## config.mk

```make
export PLATFORM = sky130hd
export DESIGN_NAME = r512x32_burst_reader_flat
export DESIGN_NICKNAME = d
export VERILOG_FILES = /design/src/rtl/r512x32_pkg.sv /design/src/rtl/r512x32_burst_reader_if.sv /design/src/rtl/r512x32_rdr_fifo.sv /design/src/rtl/r512x32_burst_reader.sv /design/src/flat_wrapper.sv
export SDC_FILE = /design/constraint.sdc
export NUM_CORES = 1
export LEC_CHECK = 0
export ABC_AREA = 1
export BUFFER_PORTS_ARGS = -buffer_cell sky130_fd_sc_hd__buf_4
export CORE_MARGIN = 3
export CORE_UTILIZATION = 61
export CTS_CLUSTER_SIZE = 12
export DETAILED_ROUTE_END_ITERATION = 8
export GPL_TIMING_DRIVEN = 0
export PLACE_DENSITY = 0.84
export SYNTH_ARGS = -nofsm -noshare
export SYNTH_HDL_FRONTEND = slang
export SYNTH_HIERARCHICAL = 1
export SYNTH_SLANG_ARGS = --single-unit
```

## constraint.sdc

```tcl
create_clock -name Clk -period 6.2 [get_ports Clk]
set_input_delay 0.62 -clock Clk [delete_from_list [all_inputs] [get_ports Clk]]
set_output_delay 0.62 -clock Clk [all_outputs]
set_load 0.03 [all_outputs]
```

## src/rtl/r512x32_pkg.sv

```systemverilog
// Shared types and constants for the 512x32 RAM burst reader.
package r512x32_pkg;

  localparam int ADDR_W         = 9;
  localparam int DATA_W         = 32;
  localparam int LEN_W          = 10;
  localparam int RDR_FIFO_DEPTH = 4;
  localparam int RDR_CNT_W      = $clog2(RDR_FIFO_DEPTH + 1);
  localparam int STALL_W        = 16;

  typedef enum logic [1:0] {
    IDLE  = 2'd0,
    RUN   = 2'd1,
    DRAIN = 2'd2,
    DONE  = 2'd3
  } rdr_state_t;

endpackage

```

## src/rtl/r512x32_burst_reader_if.sv

```systemverilog
// RAM read port plus output word stream of the burst reader.
interface r512x32_burst_reader_if;
  import r512x32_pkg::*;

  logic [ADDR_W-1:0] RA;
  logic              RClk_En;
  logic [DATA_W-1:0] RD;
  logic [DATA_W-1:0] DOut;
  logic              DValid;
  logic              DReady;
  logic              DLast;

  modport master (
    output RA, RClk_En, DOut, DValid, DLast,
    input  RD, DReady
  );

  modport slave (
    input  RA, RClk_En, DOut, DValid, DLast,
    output RD, DReady
  );

endinterface

```

## src/rtl/r512x32_rdr_fifo.sv

```systemverilog
// Small synchronous FIFO holding returned read words until the stream accepts them.
module r512x32_rdr_fifo #(
  parameter int DEPTH = 4,
  parameter int WIDTH = 32,
  parameter int CNT_W = 3
) (
  input  logic             clk,
  input  logic             rst,
  input  logic             push,
  input  logic             pop,
  input  logic [WIDTH-1:0] din,
  output logic [WIDTH-1:0] dout,
  output logic             empty,
  output logic [CNT_W-1:0] count
);

  localparam int PTR_W = $clog2(DEPTH);

  logic [WIDTH-1:0] mem [DEPTH];
  logic [PTR_W-1:0] wr_ptr;
  logic [PTR_W-1:0] rd_ptr;
  logic             do_push;
  logic             do_pop;

  assign empty   = (count == '0);
  assign do_pop  = pop && !empty;
  assign do_push = push && (count != CNT_W'(DEPTH));
  assign dout    = mem[rd_ptr];

  always_ff @(posedge clk) begin
    if (do_push) begin
      mem[wr_ptr] <= din;
    end
  end

  always_ff @(posedge clk) begin
    if (rst) begin
      wr_ptr <= '0;
      rd_ptr <= '0;
      count  <= '0;
    end else begin
      if (do_push) wr_ptr <= wr_ptr + 1'b1;
      if (do_pop)  rd_ptr <= rd_ptr + 1'b1;
      case ({do_push, do_pop})
        2'b10:   count <= count + 1'b1;
        2'b01:   count <= count - 1'b1;
        default: count <= count;
      endcase
    end
  end

endmodule

```

## src/rtl/r512x32_burst_reader.sv

```systemverilog
// Burst read engine: issues consecutive RAM reads and streams the data with backpressure.
// Optional stall counter enabled by defining R512X32_RDR_PERF_EN.
//
// state | meaning
// IDLE  | waiting for Start
// RUN   | issuing reads while FIFO occupancy + in-flight < 4
// DRAIN | all reads issued, waiting for the last beat to leave
// DONE  | one cycle, Done pulse
module r512x32_burst_reader
  import r512x32_pkg::*;
(
  input  logic              Clk,
  input  logic              Rst,
  input  logic              Start,
  input  logic [ADDR_W-1:0] StartAddr,
  input  logic [LEN_W-1:0]  Len,
  r512x32_burst_reader_if.master bus,
  output logic              Busy,
  output logic              Done
`ifdef R512X32_RDR_PERF_EN
  ,
  output logic [STALL_W-1:0] StallCnt
`endif
);

  rdr_state_t           state_q;
  rdr_state_t           state_d;
  logic [ADDR_W-1:0]    addr_q;
  logic [LEN_W-1:0]     issue_rem_q;
  logic [LEN_W-1:0]     beat_rem_q;
  logic                 inflight_q;
  logic                 accept;
  logic                 issue;
  logic                 pop;
  logic                 fifo_empty;
  logic [RDR_CNT_W-1:0] fifo_count;
  logic [RDR_CNT_W-1:0] occ;
  logic [DATA_W-1:0]    fifo_head;

  // In-flight read already owns a FIFO slot, so it counts toward the limit.
  assign occ    = fifo_count + RDR_CNT_W'(inflight_q);
  assign accept = (state_q == IDLE) && Start;
  assign issue  = (state_q == RUN) && (occ < RDR_CNT_W'(RDR_FIFO_DEPTH));
  assign pop    = bus.DValid && bus.DReady;

  assign bus.RA      = addr_q;
  assign bus.RClk_En = issue;
  assign bus.DValid  = !fifo_empty;
  assign bus.DOut    = bus.DValid ? fifo_head : '0;
  assign bus.DLast   = bus.DValid && (beat_rem_q == LEN_W'(1));
  assign Busy        = (state_q != IDLE);
  assign Done        = (state_q == DONE);

  always_ff @(posedge Clk) begin
    if (Rst) begin
      state_q     <= IDLE;
      addr_q      <= '0;
      issue_rem_q <= '0;
      beat_rem_q  <= '0;
      inflight_q  <= 1'b0;
    end else begin
      state_q    <= state_d;
      inflight_q <= issue;
      if (accept) begin
        addr_q      <= StartAddr;
        issue_rem_q <= Len;
        beat_rem_q  <= Len;
      end else begin
        if (issue) begin
          addr_q      <= addr_q + 1'b1;
          issue_rem_q <= issue_rem_q - 1'b1;
        end
        if (pop) begin
          beat_rem_q <= beat_rem_q - 1'b1;
        end
      end
    end
  end

  always_comb begin
    state_d = state_q;
    case (state_q)
      IDLE: begin
        if (Start) begin
          state_d = (Len == '0) ? DONE : RUN;
        end
      end
      RUN: begin
        if (issue && (issue_rem_q == LEN_W'(1))) begin
          state_d = DRAIN;
        end
      end
      DRAIN: begin
        if (pop && (beat_rem_q == LEN_W'(1))) begin
          state_d = DONE;
        end
      end
      DONE:    state_d = IDLE;
      default: state_d = IDLE;
    endcase
  end

  r512x32_rdr_fifo #(
    .DEPTH (RDR_FIFO_DEPTH),
    .WIDTH (DATA_W),
    .CNT_W (RDR_CNT_W)
  ) u_fifo (
    .clk   (Clk),
    .rst   (Rst),
    .push  (inflight_q),
    .pop   (pop),
    .din   (bus.RD),
    .dout  (fifo_head),
    .empty (fifo_empty),
    .count (fifo_count)
  );

`ifdef R512X32_RDR_PERF_EN
  always_ff @(posedge Clk) begin
    if (Rst || accept) begin
      StallCnt <= '0;
    end else if (bus.DValid && !bus.DReady && (StallCnt != '1)) begin
      StallCnt <= StallCnt + 1'b1;
    end
  end
`endif

endmodule

```

## src/flat_wrapper.sv

```systemverilog
// flat-port wrapper written by rule: the top's interface ports become plain ports
module r512x32_burst_reader_flat import r512x32_pkg::*;
  (Clk, Rst, Start, StartAddr, Len, Busy, Done, bus_RA, bus_RClk_En, bus_DOut, bus_DValid, bus_DLast, bus_RD, bus_DReady);
  r512x32_burst_reader_if bus_i ();
  input  logic Clk;
  input  logic Rst;
  input  logic Start;
  input  logic [ADDR_W-1:0] StartAddr;
  input  logic [LEN_W-1:0] Len;
  output logic Busy;
  output logic Done;
  output wire logic [$bits(bus_i.RA)-1:0] bus_RA;
  output wire logic [$bits(bus_i.RClk_En)-1:0] bus_RClk_En;
  output wire logic [$bits(bus_i.DOut)-1:0] bus_DOut;
  output wire logic [$bits(bus_i.DValid)-1:0] bus_DValid;
  output wire logic [$bits(bus_i.DLast)-1:0] bus_DLast;
  input wire logic [$bits(bus_i.RD)-1:0] bus_RD;
  input wire logic [$bits(bus_i.DReady)-1:0] bus_DReady;
  assign bus_RA = bus_i.RA;
  assign bus_RClk_En = bus_i.RClk_En;
  assign bus_DOut = bus_i.DOut;
  assign bus_DValid = bus_i.DValid;
  assign bus_DLast = bus_i.DLast;
  assign bus_i.RD = bus_RD;
  assign bus_i.DReady = bus_DReady;
  r512x32_burst_reader u_core (.Clk(Clk), .Rst(Rst), .Start(Start), .StartAddr(StartAddr), .Len(Len), .bus(bus_i), .Busy(Busy), .Done(Done));
endmodule
```

==> summary.md <==
| Metric | Value |
|---|---|
| H-tree lvl count | 4 |
| CTS tree | done |
| CP Class | reg2out |
| Hold Vio Cnt, Final | 0 |
| Vias in the first global route | 6093 |
| Core footprint | 0.0121 mm2 |
| Worst Setup EP | bus_DOut[30] |
| Ports | 101 |
| Synth-to-layout area growth | 22.1% |
| Met1 wire length | 7330 um |
| Mapped Cells | 760 |
| Global-route wire length before repair | 29700 um |
| Final #Nets | 954 |
| Final setup fails | 0 |
| DP Area | 0.00872 mm2 |
| Die width | 118 um |
| WP data required | 5.58 ns |
| Worst setup path startpoint | u_core/u_fifo/count[0] |
| Die Area | 0.0139 mm2 |
| Share of cells above drive strength 1 | 19.6% |
| Final Max Slew Viols | 0 |
| Resized Gates After CTS | 0 |
| Via count | 6036 |
| DRC violation count after routing | 0 |
| Max IR drop VDD | 0.292 mV |
| Max layer used | met4 |
| Clock Skew | 0.00679 ns |
| Startpoint class of the critical path | flop |
| Pwr Density | 410 mW/mm2 |
| Register area share after synthesis | 61.2% |
| WL met3 | 1270 um |
| Crit Reg-Reg Endpoint | u_core/u_fifo/count[2] |
| Syn. warnings | 6 |
| Final Instance Area | 0.00930 mm2 |
| CP Capture Type | output pin |
| Syn Area/Cell | 10.0 um2 |
| Vias per cell | 5.67 |
| Largest net degree at the start of global routing | 21 |
| Setup TNS | 0 ns |
| Die H | 118 um |
| Highest Clock Rate | 366 MHz |
| Hold buffers post-CTS | 0 |
| Setup Buffers After CTS | 0 |
| Worst slew margin | 59.6% |
| Final WL | 18700 um |
| Worst-margin pin slew | 0.604 ns |
| Syn Nets | 831 |
| Outcome | finished, final reports clean |
| ANT cells | 0 |
| Max-Cap Viols | 0 |
| Gr usage total | 27.1% |
| Post-DRT Antenna Nets | 0 |
| Metal2 WL | 9660 um |
| Mapped Area | 0.00762 mm2 |
| Hold Path Class | in2reg |
| Clock Tree Buf Depth | 2 |
| FF+latch count, synth | 169 |
| Distinct cells, synth | 36 |
| Post-DR wirelength/cell | 17.6 um |
| Final HPWL DP | 12300 um |
| Root cell of the clock tree | clkbuf_16 |
| Crit path max fanout | 10 |
| Worst r2r src | u_core/u_fifo/count[1] |
| Tmin final | 2.73 ns |
| GP Congestion | 0.905 |
| Initial antenna violation count | 0 |
| Clock Sinks | 169 |
| Clock Pin Slew Worst Setup and Hold Paths | 0.06 ns |
| CTS buffer count | 17 |
| FILL cells | 787 |
| Initial core utilization | 62.9% |
| Final Cycle Share | 44.0% |
| Initial drt markers | 664 |
| Leakage power | 0.00381 uW |
| Worst reg2reg path depth | 18 |
| CP arrival | 2.11 ns |
| R2R setup slack | 3.75 ns |
| Port Buffers | 100 |
| Detailed Routing Iterations Pass 1 | 5 |
| Skew-Pair Late Insertion Delay | 0.42 ns |
| RSZ-0062 raised after global routing | false |
| Congestion Overflow GR | 0 |
| Cell Rows | 40 |
==> critical path, cell delays in order (launching register included) <==
cell and delay, ns:
dfxtp_1 0.33, inv_1 0.15, nand3_1 0.20, inv_1 0.14, buf_6 0.16, clkbuf_1 0.41
nor2_1 0.11, buf_4 0.19
==> synthesized netlist by cell type, drive strengths merged <==
| library cell | instances | area share, % |
|---|---|---|
| nor2 | 151 | 7.9 |
| edfxtp | 128 | 50 |
| nand2 | 105 | 5.3 |
| inv | 89 | 4.5 |
| o21ai | 78 | 5.1 |
| dfxtp | 41 | 11 |
| o22ai | 32 | 2.6 |
| buf | 22 | 2.6 |
| nand3 | 22 | 1.6 |
| a21oi | 20 | 1.3 |
| ha | 15 | 2.5 |
| xor2 | 15 | 1.7 |
| a31oi | 14 | 1.1 |
| clkbuf | 8 | 0.39 |
| nand4 | 7 | 0.66 |
| a211oi | 2 | 0.20 |
| nor3 | 2 | 0.13 |
| nor3b | 2 | 0.20 |
| xnor2 | 2 | 0.23 |
| fa | 1 | 0.26 |
| nand3b | 1 | 0.099 |
| o211ai | 1 | 0.099 |
| o21bai | 1 | 0.099 |
| or2 | 1 | 0.082 |
==> power breakdown <==
group	switching (uW)	internal, uW	leakage (uW)
sequential	92.4	1350	0.00149
clock	410	625	0.000278
combinational	866	471	0.00204
==> registers in the layout (all words and copies together) (netlist names), named ones only <==
| register | flops |
|---|---|
| u_core/beat_rem_q | 10 |
| u_core/bus.RA | 9 |
| u_core/inflight_q | 1 |
| u_core/issue_rem_q | 10 |
| u_core/state_q | 2 |
| u_core/u_fifo/count | 3 |
| u_core/u_fifo/mem | 128 |
| u_core/u_fifo/rd_ptr | 2 |
| u_core/u_fifo/wr_ptr | 2 |
==> how the worst min path moves through the flow <==
stage	cells past startpoint	slack [ns]	endpoint	startpoint
2_1_floorplan	2	0.44	u_core/issue_rem_q[1]	u_core/issue_rem_q[1]
3_3_place_gp	2	0.45	u_core/issue_rem_q[1]	u_core/issue_rem_q[1]
3_5_place_dp	2	0.46	u_core/issue_rem_q[1]	u_core/issue_rem_q[1]
4_1_cts	1	0.38	u_core/u_fifo/mem[2][1]	bus_RD[1]
5_1_grt	1	0.38	u_core/u_fifo/mem[3][1]	bus_RD[1]
6_report	1	0.39	u_core/u_fifo/mem[3][1]	bus_RD[1]
==> kinds of logic after synthesis <==
| family | count (synthesis) | synth area share, % |
|---|---|---|
| flops | 169 | 61.2 |
| fa+ha+maj | 16 | 2.73 |
| simple gates | 291 | 16.0 |
| xor+xnor | 17 | 1.95 |
| compound gates | 148 | 10.6 |
| buf+inv | 119 | 7.52 |
==> stage by stage <==
| stage | std cells | hold slack [ns] | utilization [%] | power, uW | setup WS [ns] |
|---|---|---|---|---|---|
| finish | 1064 | 0.394 | 76.8 | 3810 | 3.47 |
| CTS | 1064 | 0.379 | 76.8 | 3820 | 3.47 |
| global placement | 1028 | 0.449 | 70.8 | 2710 | 2.65 |
| floorplan | 760 | 0.439 | - | 2350 | 3.68 |
| global route | 1064 | 0.375 | 76.8 | 4010 | 3.29 |
| detailed placement | 1032 | 0.457 | 72.0 | 2780 | 3.81 |
==> cell type report <==
class	count	area [um2]	share of cell area (%)
sequential	169	4660	50.2
clock inverter	7	93.8	1.01
tap	168	210	2.26
clock buffer	25	485	5.22
multi-input combinational	472	2410	25.9
inverter	89	344	3.70
buffer	30	229	2.46
timing repair buffer	104	861	9.26
==> placed cells by master (no fill, tap or decap), types with 3 or more instances in the layout <==
master,netlist,final
clkbuf_16,0,17
clkbuf_1,8,13
buf_16,0,4
a21oi_1,20,20
inv_2,4,4
xor2_1,15,15
inv_1,83,83
nand2_1,102,102
o21ai_0,47,47
nor2_2,4,4
ha_1,15,15
o22ai_1,32,32
o21ai_1,31,31
edfxtp_1,128,128
buf_2,6,6
buf_4,3,103
dfxtp_1,41,41
buf_6,13,13
nor2_1,144,140
nand3_1,21,21
nand4_1,6,6
nor2_4,3,7
clkbuf_8,0,3
a31oi_1,14,14
==> per-layer routing <==
layer,vias to the layer above,track usage (%)
li1,2816,-
met1,2891,31.6
met2,286,47.5
met3,43,6.58
met4,0,12.0
met5,-,0
Note: power is estimated with default switching activity, not from simulation.
